### src/rtl/decode_pkg.sv
// Shared constants and types for the ID-stage decoder.
// The DECODE_KEYWORD_EN macro (see decode_control.sv) uses dp_mnemonic() below.
package decode_pkg;

  // ALU opcodes (data-processing field [24:21])
  localparam logic [3:0] OP_AND = 4'h0;
  localparam logic [3:0] OP_EOR = 4'h1;
  localparam logic [3:0] OP_SUB = 4'h2;
  localparam logic [3:0] OP_RSB = 4'h3;
  localparam logic [3:0] OP_ADD = 4'h4;
  localparam logic [3:0] OP_ADC = 4'h5;
  localparam logic [3:0] OP_SBC = 4'h6;
  localparam logic [3:0] OP_RSC = 4'h7;
  localparam logic [3:0] OP_TST = 4'h8;
  localparam logic [3:0] OP_TEQ = 4'h9;
  localparam logic [3:0] OP_CMP = 4'hA;
  localparam logic [3:0] OP_CMN = 4'hB;
  localparam logic [3:0] OP_ORR = 4'hC;
  localparam logic [3:0] OP_MOV = 4'hD;
  localparam logic [3:0] OP_BIC = 4'hE;
  localparam logic [3:0] OP_MVN = 4'hF;

  // Addressing-mode encodings
  localparam logic [1:0] AM_DP_IMM = 2'b00;
  localparam logic [1:0] AM_DP_REG = 2'b01;
  localparam logic [1:0] AM_LS_IMM = 2'b10;
  localparam logic [1:0] AM_LS_REG = 2'b11;

  // Condition codes
  localparam logic [3:0] COND_EQ = 4'h0;
  localparam logic [3:0] COND_NE = 4'h1;
  localparam logic [3:0] COND_CS = 4'h2;
  localparam logic [3:0] COND_CC = 4'h3;
  localparam logic [3:0] COND_MI = 4'h4;
  localparam logic [3:0] COND_PL = 4'h5;
  localparam logic [3:0] COND_VS = 4'h6;
  localparam logic [3:0] COND_VC = 4'h7;
  localparam logic [3:0] COND_HI = 4'h8;
  localparam logic [3:0] COND_LS = 4'h9;
  localparam logic [3:0] COND_GE = 4'hA;
  localparam logic [3:0] COND_LT = 4'hB;
  localparam logic [3:0] COND_GT = 4'hC;
  localparam logic [3:0] COND_LE = 4'hD;
  localparam logic [3:0] COND_AL = 4'hE;
  localparam logic [3:0] COND_NV = 4'hF;

  typedef struct packed {
    logic [3:0] opcode;
    logic [1:0] am;
    logic       s_enable;
    logic       load_instr;
    logic       rf_enable;
    logic       size_enable;
    logic       rw_enable;
    logic       enable_signal;
    logic       bl_instr;
    logic       b_instr;
  } ctrl_t;

  function automatic logic [47:0] dp_mnemonic(input logic [3:0] op);
    logic [47:0] s;
    case (op)
      OP_AND:  s = "AND   ";
      OP_EOR:  s = "EOR   ";
      OP_SUB:  s = "SUB   ";
      OP_RSB:  s = "RSB   ";
      OP_ADD:  s = "ADD   ";
      OP_ADC:  s = "ADC   ";
      OP_SBC:  s = "SBC   ";
      OP_RSC:  s = "RSC   ";
      OP_TST:  s = "TST   ";
      OP_TEQ:  s = "TEQ   ";
      OP_CMP:  s = "CMP   ";
      OP_CMN:  s = "CMN   ";
      OP_ORR:  s = "ORR   ";
      OP_MOV:  s = "MOV   ";
      OP_BIC:  s = "BIC   ";
      default: s = "MVN   ";
    endcase
    return s;
  endfunction

endpackage

### src/rtl/decode_cond_eval.sv
// ARM condition-code evaluator: flags are {N,Z,C,V}.
module cond_eval
  import decode_pkg::*;
(
  input  logic [3:0] cond_code,
  input  logic [3:0] flags,
  output logic       cond_true
);

  logic w_n, w_z, w_c, w_v;
  assign {w_n, w_z, w_c, w_v} = flags;

  always_comb begin
    cond_true = 1'b0;
    case (cond_code)
      COND_EQ: cond_true = w_z;
      COND_NE: cond_true = ~w_z;
      COND_CS: cond_true = w_c;
      COND_CC: cond_true = ~w_c;
      COND_MI: cond_true = w_n;
      COND_PL: cond_true = ~w_n;
      COND_VS: cond_true = w_v;
      COND_VC: cond_true = ~w_v;
      COND_HI: cond_true = w_c & ~w_z;
      COND_LS: cond_true = ~w_c | w_z;
      COND_GE: cond_true = (w_n == w_v);
      COND_LT: cond_true = (w_n != w_v);
      COND_GT: cond_true = ~w_z & (w_n == w_v);
      COND_LE: cond_true = w_z | (w_n != w_v);
      COND_AL: cond_true = 1'b1;
      default: cond_true = 1'b0;
    endcase
  end

endmodule

### src/rtl/decode_control.sv
// ID-stage instruction decoder with bubble mux, branch resolution and EX pipeline register.
// Define DECODE_KEYWORD_EN to drive the ASCII mnemonic on keyword; otherwise it is tied to 0.
module decode_control
  import decode_pkg::*;
(
  input  logic        clk,
  input  logic        R,
  input  logic [31:0] instruction,
  input  logic        nop_sel,
  input  logic [3:0]  flags,
  output logic [3:0]  ID_opcode,
  output logic [1:0]  ID_AM,
  output logic        ID_S_enable,
  output logic        ID_load_instr,
  output logic        ID_RF_enable,
  output logic        ID_Size_enable,
  output logic        ID_RW_enable,
  output logic        ID_Enable_signal,
  output logic        ID_BL_instr,
  output logic        ID_B_instr,
  output logic [3:0]  ID_Rd,
  output logic        Branch,
  output logic        BranchL,
  output logic [47:0] keyword,
  output logic [3:0]  EX_opcode,
  output logic [1:0]  EX_AM,
  output logic        EX_S_enable,
  output logic        EX_load_instr,
  output logic        EX_RF_enable,
  output logic        EX_Size_enable,
  output logic        EX_RW_enable,
  output logic        EX_Enable_signal,
  output logic        EX_BL_enable
);

  logic [2:0] w_cls;
  logic       w_is_nop, w_is_dp, w_is_ls, w_is_br;
  ctrl_t      w_dec, w_id;
  logic       w_cond_true;
  logic       w_unused;

  assign w_cls    = instruction[27:25];
  assign w_is_nop = (instruction == 32'h0);
  assign w_is_dp  = ((w_cls == 3'b000) && !instruction[4]) || (w_cls == 3'b001);
  assign w_is_ls  = (w_cls[2:1] == 2'b01);
  assign w_is_br  = (w_cls == 3'b101);
  assign w_unused = ^{instruction[19:16], instruction[11:5], instruction[3:0]};

  always_comb begin
    w_dec = '0;
    if (w_is_nop) begin
      w_dec = '0;
    end else if (w_is_dp) begin
      w_dec.opcode    = instruction[24:21];
      w_dec.s_enable  = instruction[20];
      w_dec.am        = w_cls[0] ? AM_DP_IMM : AM_DP_REG;
      // Compare/test ops only set flags
      w_dec.rf_enable = (instruction[24:23] != 2'b10);
    end else if (w_is_ls) begin
      w_dec.enable_signal = 1'b1;
      w_dec.am            = w_cls[0] ? AM_LS_REG : AM_LS_IMM;
      w_dec.opcode        = instruction[23] ? OP_ADD : OP_SUB;
      w_dec.size_enable   = instruction[22];
      w_dec.load_instr    = instruction[20];
      w_dec.rf_enable     = instruction[20];
      w_dec.rw_enable     = ~instruction[20];
    end else if (w_is_br) begin
      w_dec.b_instr  = ~instruction[24];
      w_dec.bl_instr = instruction[24];
    end
  end

  assign w_id = nop_sel ? ctrl_t'('0) : w_dec;

  cond_eval u_cond_eval (
    .cond_code (instruction[31:28]),
    .flags     (flags),
    .cond_true (w_cond_true)
  );

  assign Branch           = w_cond_true & (w_id.b_instr | w_id.bl_instr);
  assign BranchL          = w_cond_true & w_id.bl_instr;
  assign ID_opcode        = w_id.opcode;
  assign ID_AM            = w_id.am;
  assign ID_S_enable      = w_id.s_enable;
  assign ID_load_instr    = w_id.load_instr;
  // BranchL is already zero under a bubble, so the link write is suppressed too
  assign ID_RF_enable     = w_id.rf_enable | BranchL;
  assign ID_Size_enable   = w_id.size_enable;
  assign ID_RW_enable     = w_id.rw_enable;
  assign ID_Enable_signal = w_id.enable_signal;
  assign ID_BL_instr      = w_id.bl_instr;
  assign ID_B_instr       = w_id.b_instr;
  assign ID_Rd            = BranchL ? 4'd14 : instruction[15:12];

`ifdef DECODE_KEYWORD_EN
  always_comb begin
    keyword = "UNDEF ";
    if (w_is_nop) begin
      keyword = "NOP   ";
    end else if (w_is_dp) begin
      keyword = dp_mnemonic(instruction[24:21]);
    end else if (w_is_ls) begin
      case ({instruction[20], instruction[22]})
        2'b10:   keyword = "LDR   ";
        2'b11:   keyword = "LDRB  ";
        2'b00:   keyword = "STR   ";
        default: keyword = "STRB  ";
      endcase
    end else if (w_is_br) begin
      keyword = instruction[24] ? "BL    " : "B     ";
    end
  end
`else
  assign keyword = 48'h0;
`endif

  logic [3:0] r_ex_opcode;
  logic [1:0] r_ex_am;
  logic       r_ex_s, r_ex_load, r_ex_rf, r_ex_size, r_ex_rw, r_ex_en, r_ex_bl;

  always_ff @(posedge clk or posedge R) begin
    if (R) begin
      r_ex_opcode <= '0;
      r_ex_am     <= '0;
      r_ex_s      <= 1'b0;
      r_ex_load   <= 1'b0;
      r_ex_rf     <= 1'b0;
      r_ex_size   <= 1'b0;
      r_ex_rw     <= 1'b0;
      r_ex_en     <= 1'b0;
      r_ex_bl     <= 1'b0;
    end else begin
      r_ex_opcode <= ID_opcode;
      r_ex_am     <= ID_AM;
      r_ex_s      <= ID_S_enable;
      r_ex_load   <= ID_load_instr;
      r_ex_rf     <= ID_RF_enable;
      r_ex_size   <= ID_Size_enable;
      r_ex_rw     <= ID_RW_enable;
      r_ex_en     <= ID_Enable_signal;
      r_ex_bl     <= BranchL;
    end
  end

  assign EX_opcode        = r_ex_opcode;
  assign EX_AM            = r_ex_am;
  assign EX_S_enable      = r_ex_s;
  assign EX_load_instr    = r_ex_load;
  assign EX_RF_enable     = r_ex_rf;
  assign EX_Size_enable   = r_ex_size;
  assign EX_RW_enable     = r_ex_rw;
  assign EX_Enable_signal = r_ex_en;
  assign EX_BL_enable     = r_ex_bl;

endmodule

### config.mk
export PLATFORM = sky130hd
export DESIGN_NAME = decode_control
export DESIGN_NICKNAME = d
export VERILOG_FILES = /design/src/rtl/decode_pkg.sv /design/src/rtl/decode_cond_eval.sv /design/src/rtl/decode_control.sv
export SDC_FILE = /design/constraint.sdc
export NUM_CORES = 1
export LEC_CHECK = 0
export BUFFER_PORTS_ARGS = -buffer_cell sky130_fd_sc_hd__buf_2
export CAP_MARGIN = 20
export CELL_PAD_IN_SITES_DETAIL_PLACEMENT = 1
export CELL_PAD_IN_SITES_GLOBAL_PLACEMENT = 1
export CORE_MARGIN = 5
export CORE_UTILIZATION = 22
export DETAILED_ROUTE_END_ITERATION = 10
export GPL_ROUTABILITY_DRIVEN = 0
export GPL_TIMING_DRIVEN = 1
export MAX_ROUTING_LAYER = met4
export PLACE_DENSITY = 0.9
export RECOVER_POWER = 25
export SLEW_MARGIN = 20
export SYNTH_ARGS = -nofsm -noshare
export SYNTH_HDL_FRONTEND = slang
export SYNTH_HIERARCHICAL = 1
export SYNTH_SLANG_ARGS = --single-unit
### constraint.sdc
create_clock -name clk -period 1.87 [get_ports clk]
set_input_delay 0.0935 -clock clk [delete_from_list [all_inputs] [get_ports clk]]
set_output_delay 0.0935 -clock clk [all_outputs]
set_load 0.005 [all_outputs]
After elaboration in Yosys (flattened, before gate mapping)
Cells that the tools add are included.

operators by class
  divide/modulo/power cells = 0
  add/subtract/negate cells = 0
  multiply operators = 0
  bitwise logic cells = 14
  shift-type cells = 0
  mux-type cells = 16
  eq/ne operators = 20
  order comparisons = 0
  reduce and logical (&&, ||, !) cells = 6

operator list
  cell                                                  count
  logical NOT 32 bit                                    1
  equality test 4 bit (second input constant)           7
  2-to-1 mux 14 bit                                     2
  equality test 4 x 3 -> 1 bit (second input constant)  4
  2-to-1 mux 5 bit                                      3
  one-hot mux 1 bit (15 select lines)                   1
  equality test 4 x 2 -> 1 bit (second input constant)  2
  2-to-1 mux 6 bit                                      1
  inverter 1 bit                                        6
  2-to-1 mux 1 bit                                      5
  AND 1 bit                                             4
  equality test 4 x 1 -> 1 bit (second input constant)  1
  logical NOT 4 bit                                     1
  2-to-1 mux 2 bit                                      2
  2-to-1 mux 4 bit                                      1
  bitwise OR 1 bit                                      4
  equality test 3 x 1 -> 1 bit (second input constant)  1
  equality test 3 bit (second input constant)           1
  logical NOT 3 bit                                     1
  2-to-1 mux 3 bit                                      1
  equality test 2 x 1 -> 1 bit (second input constant)  1
  != test 2 bit (second input constant)                 1
  equality test 1 bit                                   1
  logical AND 1 bit                                     1
  3 further kinds                                       3

storage, ports and cells
  memory bits (writable) = 0
  bits in latches = 0
  memories kept = 0
  bits in read-only memories = 0
  bits in registers = 13
  output and inout port bits = 81

Logic depth before layout (Yosys ltp)
Gate-level depths: netlist (run 1).

  depth in word-level cells = 8
  mapped depth = 8
  mapped depth without buffers = 7

Modules after synthesis
The synthesis (run 1) kept the hierarchy.

modules (own cells, without submodules)
  module          cells each  instances  area an instance (um^2)  sequential area each (um^2)
  decode_control  112         1          955.9                    300.3
  cond_eval       28          1          193.9                    0.0

Least setup slack after synthesis (run 1)
OpenSTA, ideal clock, no wires.

  kind = input port to flip-flop
  start point = input port instruction[31]
  end point = register r_ex_rf, in the netlist EX_RF_enable
  library setup time = 0.155 ns
  path slack = 0.350 ns
  arrival = 1.365 ns
  buffers on the path = 1
  stages = 8
  path through = buf_2 > or2b_1 > o22ai_1 > a211o_1 > a211o_1 > and2_1 > nand2_1 > o21ai_0

between the ends
  elaborated cells on any way between the ends = 21
  those cells by class = eq/ne: 14; mux: 3; bitwise: 2; reduce/logical: 2

RTL lines
  what                                               RTL line                RTL
  from (decl)                                        decode_control.sv:8     input logic [31:0] instruction,
  equality test 4 bit, or another cell as far along  decode_cond_eval.sv:15  case (cond_code)
  one-hot mux 1 bit (15 select lines) (*)            decode_cond_eval.sv:15
  named net w_cond_true                              decode_control.sv:39    logic w_cond_true;
  AND 1 bit (*)                                      decode_control.sv:82    assign BranchL = w_cond_true & w_id.bl_instr;
  bitwise OR 1 bit (*)                               decode_control.sv:88    assign ID_RF_enable = w_id.rf_enable | BranchL;
  named net ID_RF_enable                             decode_control.sv:15    output logic ID_RF_enable,
  to (signal assigned)                               decode_control.sv:138   r_ex_rf <= ID_RF_enable;
  to (decl)                                          decode_control.sv:120   logic r_ex_s, r_ex_load, r_ex_rf, r_ex_size, r_ex_rw, r_ex_en, r_ex_bl;

The timed path passes the listed nets; every way through them passes the cells marked *.

Worst setup path in the final report (run 1)
  start point = input port flags[3]
  end point = output port ID_Rd[0]

between the ends
  longest elaborated chain between the ends = 5
  elaborated cells on any way between the ends = 8
  those cells by class = eq/ne: 2; mux: 2; bitwise: 4

RTL lines
  what                                                  RTL line                                        RTL
  from (decl)                                           decode_control.sv:10                            input logic [3:0] flags,
  != test 1 bit or equality test 1 bit (tied branches)  n/a
  bitwise OR 1 bit or AND 1 bit (tied branches)         decode_cond_eval.sv:29, decode_cond_eval.sv:28
  one-hot mux 1 bit (15 select lines) (*)               decode_cond_eval.sv:15
  named net w_cond_true                                 decode_control.sv:39
  AND 1 bit (*)                                         decode_control.sv:82
  2-to-1 mux 4 bit (*)                                  decode_control.sv:94                            assign ID_Rd = BranchL ? 4'd14 : instruction[15:12];
  to (decl)                                             decode_control.sv:21                            output logic [3:0] ID_Rd,

Marked as above.

==> run metrics, run 1 <==
fin. max-slew vios=0; Global Route Usage Sum=9.826%; Reg area=roughly 300 um^2; most frequent cell after synthesis=buf_4; Netlist cell types=33; syn avg cell area=8.213 um^2; drt first pass iters=4; total CTS buffers=3; Routed WL=3554 um; Initial Util=22.51%; synth cell count leaders=buf_4, dfrtp_1, nor2_1; Final Cycle Share=91.88%; Area contributors post-synth=buf_4, dfrtp_1, nor4_1; status=complete, no violations; # nets final=252; Clock Sinks=12; PortBufs=71; Worst EP arrival=1.62 ns; Post-synth EDFFs=0; ys flop type=dfrtp_1; largest net degree at the start of global routing=13; CP endpoint=ID_Rd[0]; CP startpoint=flags[3]; initial antenna violation count=0; Worst-path clk slew=0.04 ns; area of the multi-input gates=629.4 um^2; Hold Path Cell Cnt=3; Final HPWL DP=3159 um; DR iter-0 viols=35; Synth Cell Area=1150 um^2; CP Data Required Time=1.78 ns; FMAX=0.5820 GHz; post-synth top area share=33.30%; post-CTS setup repair buffer count=0; Peak supply drop=around 0.22 mV; Setup violations, final=0; WL per Instance=12.65 um; Placement Setup Slack=0.01937 ns; GRT overflow=0; Worst setup SP type=input port; fraction of layout cells with a size suffix above 1=37.44%; first-pass GRT wire length=5009 um; final antenna-violating net count=0; asr flop ratio synth=100.0%; CTS tree=done; ant diodes=0; Area growth syn-to-layout=26.01%; Mapped Cells=140; vias per std cell=3.890; Die W=roughly 82 um; final core occ=28.37%; Clock Tree Root=clkbuf_8; CTS max path bufs=2; PnR worst setup slack=~0.15 ns; Yosys top cell by area=buf_4; final cell count without fillers=281; CP Class=input port to output pin; num rows=26; setup_tns=0 ns; Synth Register Bits=12; Die Ht=a little over 80 um; vias in the first global route=1143; FILL cells=667; leakage=0.8365 nW; Ys Warns=6; Tmin final=1.718 ns; CP Max Fanout=6; crit path capture type=output pin; io pins=120; Cells after DPL=277; die footprint=6772 um^2; core area=around 5100 um^2; Cell Pwr Density=between 400 and 500 nW/um^2; Final Hold Fails=0; H-tree Lvls=1; Vias=1093; register area share after synthesis=26.12%; Hold WC Path Type=input port to register; DRC=0; max-cap violations=0; unrepaired setup endpoints after global routing=no
metrics by stage:
step	cell area, um^2	hold WS (ns)	total power (W)
finish	1449	0.1037	0.0006886
global route	1449	0.1014	0.0007365
CTS	1444	0.09246	0.0006923
detailed placement	1393	0.1053	0.0004649
global placement	1393	0.1002	0.0004594
floorplan	1326	-0.04180	0.0004433
cells by family (layout without fill, tap and decap cells):
family / after synthesis / count (layout) / share of synthesized area [%]
AO/OA/AOI/OAI: 16 / 16 / 10.01
multiplexers: 2 / 2 / 2.176
flip-flops: 12 / 12 / 26.12
other: 1 / 48 / 0.3261
buffers and inverters: 56 / 80 / 35.04
AND/OR/NAND/NOR: 51 / 51 / 24.16
XOR/XNOR: 2 / 2 / 2.177
power by group:
group,internal [W],switching (W)
Sequential,0.000269,0.00000233
Clock,0.000141,0.0000819
Combinational,0.0000828,0.000112
state kept, by name (all words and copies together), names as in the netlist:
| name | flops |
|---|---|
| EX_AM | 2 |
| EX_Size_enable | 1 |
| EX_S_enable | 1 |
| EX_RW_enable | 1 |
| EX_RF_enable | 1 |
| EX_BL_enable | 1 |
| EX_load_instr | 1 |
| EX_opcode | 4 |
what timing repair did:
| item | in CTS | in global routing |
|---|---|---|
| endpoints found under the hold margin | 12 | 0 |
| hold buffers | 1 | 0 |
| setup endpoints to repair | 0 | 6 |
| resized for setup | 0 | 4 |
worst max-delay path: stages:
cell     delay (ns)
buf_2          0.14
xnor2_2        0.20
o22ai_1        0.11
a211o_1        0.29
a211o_1        0.27
and2_1         0.16
nand2_2        0.11
and2_1         0.14
buf_2          0.11
layout by cell type (no fill, tap or decap), drive strengths merged, types with 2 or more instances in the layout:
| master | netlist | final |
|---|---|---|
| clkbuf | 1 | 7 |
| a211o | 2 | 2 |
| dfrtp | 12 | 12 |
| inv | 3 | 3 |
| nand2b | 7 | 7 |
| o211ai | 2 | 2 |
| nand4 | 2 | 2 |
| conb | 1 | 48 |
| nor3b | 2 | 2 |
| nor2 | 12 | 12 |
| nand2 | 8 | 8 |
| buf | 52 | 69 |
| nor4 | 8 | 8 |
| and2 | 3 | 3 |
| a21oi | 4 | 4 |
| nor2b | 3 | 3 |
| nor3 | 3 | 3 |
area by class of cell:
| cell class | count | area share [%] |
|---|---|---|
| inverter | 3 | 0.7772 |
| clock buffer | 3 | 2.850 |
| tap | 70 | 6.045 |
| timing repair buffer | 74 | 26.17 |
| sequential | 12 | 20.73 |
| multi-input combinational | 119 | 43.44 |
worst min-delay path by stage:
stage	startpoint	endpoint	slack [ns]
3_3_place_gp	R	EX_RF_enable	0.10
6_report	instruction[21]	EX_opcode[0]	0.10
4_1_cts	instruction[20]	EX_RW_enable	0.09
5_1_grt	instruction[20]	EX_RW_enable	0.10
3_5_place_dp	R	EX_RF_enable	0.11
2_1_floorplan	R	EX_AM[0]	-0.04
per-layer routing:
layer / GRT usage (%) / up-vias / wire length (um)
li1: - / 516 / -
met1: 8.937 / 491 / 1182
met2: 19.55 / 78 / 1861
met3: 1.627 / 8 / 421
met4: 4.485 / 0 / 89
met5: - / - / 0
Power figures use the tool's default switching activity.
==> run 2, diff against run 1 <==
- REMOVE_ABC_BUFFERS: default -> 1
==> run 2 against run 1 <==
Final cell count grew 0.36%. Maximum frequency is 3.1% lower. Clock-buffer cell count is the same. Clock power about the same. Critical endpoint is now ID_Rd[2]. Sequential share of layout area unchanged. Critical path type unchanged. Critical path depth is 1 higher. Total power down 0.46%. Die area is the same. Largest cell class unchanged. Setup slack worse by 0.055 ns. Non-clock buffer count is 1 higher.
==> run metrics, run 2 (synthesis results as in run 1) <==
DR iter-0 viols=48 (was 35); sequential power share=39.5% (was 39.4%); status=complete, no violations (unchanged); Die W=82.30 um (unchanged); Final Cycle Share=94.80% (was 91.88%); Hold Path Cell Cnt=2 (was 3); WL per Instance=12.73 um (was 12.65 um); Worst setup SP type=input port (unchanged); first-pass GRT wire length=5161 um (was 5009 um); setup_tns=0 ns (unchanged); Clock Sinks=12 (unchanged); Vias=1068 (was 1093); fraction of layout cells with a size suffix above 1=34.91% (was 37.44%); Tmin final=1.773 ns (was 1.718 ns); met1 GRT Util=12.13% (was 8.937%); fin. max-slew vios=0 (unchanged); CP Max Fanout=5 (was 6); leading cell type in the layout, fill and taps excluded=buf_2 (unchanged); num rows=26 (unchanged); critical-path cell list=buf_2 > xnor2_2 > o22ai_1 > a211o_1 > a211o_1 > and2_1 > nand2_2 > buf_4 > nand2b_1 > buf_2 (was buf_2 > xnor2_2 > o22ai_1 > a211o_1 > a211o_1 > and2_1 > nand2_2 > and2_1 > buf_2); met3 GRT Util=1.952% (was 1.627%); final antenna-violating net count=0 (unchanged); Net Sw Frac=28.36% (was 28.52%); core area=5107 um^2 (unchanged); post-CTS setup repair buffer count=0 (unchanged); drt first pass iters=4 (unchanged); fin area=1449 um^2 (unchanged); max reg flops=4 (unchanged); CTS max path bufs=2 (unchanged); Final Power=0.0006854 W (was 0.0006886 W); Final HPWL DP=3181 um (was 3159 um); PnR worst setup slack=0.09715 ns (was 0.1519 ns); Global Route Usage Sum=10.22% (was 9.826%); Comb pwr share=28.5% (was 28.3%); Global Route met2 Usage=16.99% (was 19.55%); die footprint=6772 um^2 (unchanged); max-cap violations=0 (unchanged); Placement Setup Slack=-0.007227 ns (was 0.01937 ns); initial antenna violation count=0 (unchanged); final core occ=28.37% (unchanged); GRT overflow=0 (unchanged); Die Ht=82.30 um (unchanged); PortBufs=71 (unchanged); GR peak layer=met2 (unchanged); Setup violations, final=0 (unchanged); Worst EP arrival=1.68 ns (was 1.62 ns); # nets final=253 (was 252); Cell Pwr Density=473.1 nW/um^2 (was 475.3 nW/um^2); unrepaired setup endpoints after global routing=no (unchanged); leakage=0.8157 nW (was 0.8365 nW); Area growth syn-to-layout=26.01% (unchanged); largest net degree at the start of global routing=13 (unchanged); CP Data Required Time=1.78 ns (about the same); clock network fraction of design power=32.0% (was 32.3%); most frequent cells in the layout=buf_2, conb_1, dfrtp_1, nor2_1, clkbuf_1 (was buf_2, conb_1, dfrtp_1, nor2_1, nor4_1); Crit-path slowest cell=a211o_1 (unchanged); FILL cells=669 (was 667); DRC=0 (unchanged); area post-placement=1400 um^2 (was 1393 um^2); Psw=0.0001944 W (was 0.0001964 W); Initial Util=22.51% (unchanged); vias per std cell=3.787 (was 3.890); H-tree Lvls=1 (unchanged); io pins=120 (unchanged); Peak supply drop=0.2024 mV (was 0.2223 mV); CP Class=input port to output pin (unchanged); FMAX=0.5641 GHz (was 0.5820 GHz); vias in the first global route=1122 (was 1143); CTS tree=done (unchanged); Clock Tree Root=clkbuf_8 (unchanged); Routed WL=3591 um (was 3554 um); P_int=0.0004911 W (was 0.0004922 W); ant diodes=0 (unchanged); crit path capture type=output pin (unchanged); total CTS buffers=3 (unchanged); Worst-path clk slew=0.05 ns (was 0.04 ns); CP peak stage delay=0.30 ns (was 0.29 ns); Hold WC Path Type=input port to register (unchanged); Final Hold Fails=0 (unchanged)
## run 2: worst paths after layout
path | from | to | slack (ns)
max | flags[3] | ID_Rd[2] | 0.1
min | instruction[20] | EX_RW_enable | 0.08
max in group asynchronous | R | EX_BL_enable | 1.17
min in group asynchronous | R | EX_opcode[3] | 0.40
## run 2: cell type report
type	instances	area [um^2]	area share, %
timing repair buffer	75	379.1	26.17
inverter	3	11.26	0.7772
clock buffer	3	41.29	2.850
multi-input combinational	119	629.4	43.44
sequential	12	300.3	20.73
tap	70	87.58	6.045
## run 2: metrics by stage
step	hold slack [ns]	std cells
4_1_cts	0.07018	282
3_5_place_dp	0.1189	278
3_3_place_gp	0.1020	278
6_report	0.07966	282
2_1_floorplan	-0.04180	134
5_1_grt	0.09150	282
## run 2: worst max-delay path: cells and delay by family
family	cells	cell delay [ns]
simple gates	3	0.33
xor+xnor	1	0.19
buf+inv	3	0.41
compound gates	3	0.66
## run 2: per-layer routing
metal | routed length, um | up-vias | part of all wire [%]
li1 | - | 518 | -
met3 | 451 | 2 | 13
met4 | 19 | 0 | 0.53
met1 | 1390 | 480 | 39
met5 | 0 | - | 0
met2 | 1730 | 68 | 48
## run 2: power by group through the flow
stage               logic (W)  clock network (W)  registers, W
finish               0.000195           0.000220      0.000271
global route         0.000221           0.000238      0.000271
CTS                  0.000193           0.000232      0.000270
detailed placement   0.000190                  0      0.000274
global placement     0.000185                  0      0.000274
floorplan           0.0000860                  0      0.000276
## run 2: repair_timing
item | 4_1_cts | 5_1_grt
endpoints found under the hold margin | 12 | 0
endpoints found under the setup margin | 1 | 3
pin swaps | 0 | 1
hold buffers | 1 | 0
resized for setup | 1 | 2
==> run 3, diff against run 2 <==
- CORE_ASPECT_RATIO: default -> 2
==> run 3 against run 2 <==
Flip-flop and latch count did not move. Via count rose by 8.1%. Critical endpoint is now ID_RF_enable. Routed wire length rose by 7.2%. Total power rose by 9.9%. Sequential power barely moved. Combinational power barely moved. Utilization fell by 0.34 points. Non-clock buffer count fell by 1. Final cell count fell by 4.3%. Die area rose by 1.3%. Maximum frequency rose by 1.1%.
==> run metrics, run 3 (synthesis results as in run 1) <==
leakage=0.8257 nW (was 0.8157 nW); CTS max path bufs=2 (unchanged); final core occ=28.03% (was 28.37%); H-tree Lvls=1 (unchanged); Area growth syn-to-layout=25.24% (was 26.01%); Crit-path slowest cell=a211o_1 (unchanged); Psw=0.0002177 W (was 0.0001944 W); Final Power=0.0007534 W (was 0.0006854 W); critical-path cell list=buf_2 > xnor2_2 > o22ai_1 > a211o_1 > a211o_1 > and2_1 > nand2_2 > o21ai_1 > buf_2 (was buf_2 > xnor2_2 > o22ai_1 > a211o_1 > a211o_1 > and2_1 > nand2_2 > buf_4 > nand2b_1 > buf_2); clock network fraction of design power=37.8% (was 32.0%); final cell count without fillers=270 (was 282); setup_tns=0 ns (unchanged); Setup violations, final=0 (unchanged); Hold Startpoint=instruction[20] (unchanged); post-CTS setup repair buffer count=0 (unchanged); most frequent cells in the layout=buf_2, conb_1, dfrtp_1, nor2_1, nor4_1 (was buf_2, conb_1, dfrtp_1, nor2_1, clkbuf_1); Cells after DPL=265 (was 278); Comb pwr share=26.3% (was 28.5%); max reg flops=4 (unchanged); Initial Util=22.38% (was 22.51%); CP Max Fanout=6 (was 5); Final Hold Fails=0 (unchanged); PortBufs=71 (unchanged); final antenna-violating net count=0 (unchanged); DR iter-0 viols=53 (was 48); sequential power share=36.0% (was 39.5%); unrepaired setup endpoints after global routing=no (unchanged); total CTS buffers=3 (unchanged); Clock Sinks=12 (unchanged); GRT overflow=0 (unchanged); Final HPWL DP=3471 um (was 3181 um); initial antenna violation count=0 (unchanged); worst hold path endpoint=EX_RW_enable (unchanged); Hold Path Cell Cnt=2 (unchanged); Global Route Usage Sum=10.46% (was 10.22%); Die W=61.12 um (was 82.30 um); CP Data Required Time=1.78 ns (about the same); Clock Tree Root=clkbuf_8 (unchanged); status=complete, no violations (unchanged); FMAX=0.5705 GHz (was 0.5641 GHz); CP peak stage delay=0.30 ns (about the same); first-pass GRT wire length=5278 um (was 5161 um); WL per Instance=14.26 um (was 12.73 um); Worst EP arrival=1.66 ns (was 1.68 ns); CTS tree=done (unchanged); CP Class=input port to output pin (unchanged); core area=5139 um^2 (was 5107 um^2); leading cell type in the layout, fill and taps excluded=buf_2 (unchanged); fin. max-slew vios=0 (unchanged); vias per std cell=4.278 (was 3.787); die footprint=6860 um^2 (was 6772 um^2); max-cap violations=0 (unchanged); ant diodes=0 (unchanged); fraction of layout cells with a size suffix above 1=35.85% (was 34.91%); CP startpoint=flags[3] (unchanged); Net Sw Frac=28.90% (was 28.36%); crit path capture type=output pin (unchanged); Vias=1155 (was 1068); largest net degree at the start of global routing=13 (unchanged); num rows=37 (was 26); Cell Pwr Density=523.1 nW/um^2 (was 473.1 nW/um^2); FILL cells=671 (was 669); Final Cycle Share=93.74% (was 94.80%); P_int=0.0005357 W (was 0.0004911 W); Hold WC Path Type=input port to register (unchanged); Worst-path clk slew=0.06 ns (was 0.05 ns); vias in the first global route=1207 (was 1122); io pins=120 (unchanged); Die Ht=112.2 um (was 82.30 um); Routed WL=3850 um (was 3591 um); Tmin final=1.753 ns (was 1.773 ns); Worst setup SP type=input port (unchanged); DRC=0 (unchanged); Peak supply drop=0.2972 mV (was 0.2024 mV); # nets final=252 (was 253); drt first pass iters=4 (unchanged)
[run 3: changes by cell type in the layout (fill, tap and decap cells not counted), sizes merged]
cell | before | now
buf | 64 | 65
clkbuf | 13 | 12
[run 3: worst max path at each step]
stage	endpoint	slack [ns]
after CTS	ID_RF_enable	0.03
after global routing	ID_RF_enable	0.03
after global placement	ID_RF_enable	0.08
after detailed placement	ID_RF_enable	-0.03
after floorplan	EX_RF_enable	0.40
final	ID_RF_enable	0.12
[run 3: what timing repair did]
action / CTS / global route
setup endpoints to repair: 1 / 2
gates resized for setup: 1 / 2
pin swaps: 0 / 1
hold buffers: 1 / 0
hold endpoints to repair: 12 / 0
[run 3: metal layers]
layer | share of wire [%] | track usage, % | up-vias
met5 | 0 | - | -
met4 | 1.8 | 5.210 | 0
met3 | 16 | 2.071 | 8
met2 | 54 | 20.37 | 100
met1 | 28 | 8.304 | 532
li1 | - | - | 515
[run 3: layout make-up]
type	count	area, um^2	area share (%)
multi-input combinational	119	629.4	43.70
sequential	12	300.3	20.85
clock buffer	4	55.05	3.823
timing repair buffer	74	371.6	25.80
tap	58	72.57	5.039
inverter	3	11.26	0.7819
[run 3: critical path, delay by kind of cell]
kind	cells	cell delay (ns)
AO/OA/AOI/OAI	4	0.79
buffers and inverters	2	0.30
AND/OR/NAND/NOR	2	0.28
XOR/XNOR	1	0.19
[run 3: through the flow]
| stage | hold slack, ns | cell area (um^2) | setup slack [ns] |
|---|---|---|---|
| finish | 0.08406 | 1440 | 0.1170 |
| global route | 0.09694 | 1440 | 0.02965 |
| CTS | 0.07741 | 1443 | 0.03223 |
| detailed placement | 0.1464 | 1378 | -0.02576 |
| global placement | 0.1134 | 1378 | 0.07915 |
| floorplan | -0.04180 | 934.6 | 0.3997 |
[run 3: power by group through the flow]
| stage | combinational [W] | clock [W] | sequential (W) |
|---|---|---|---|
| finish | 0.000198 | 0.000285 | 0.000271 |
| global route | 0.000223 | 0.000302 | 0.000271 |
| CTS | 0.000195 | 0.000296 | 0.000271 |
| detailed placement | 0.000193 | 0 | 0.000275 |
| global placement | 0.000187 | 0 | 0.000274 |
| floorplan | 0.0000860 | 0 | 0.000276 |
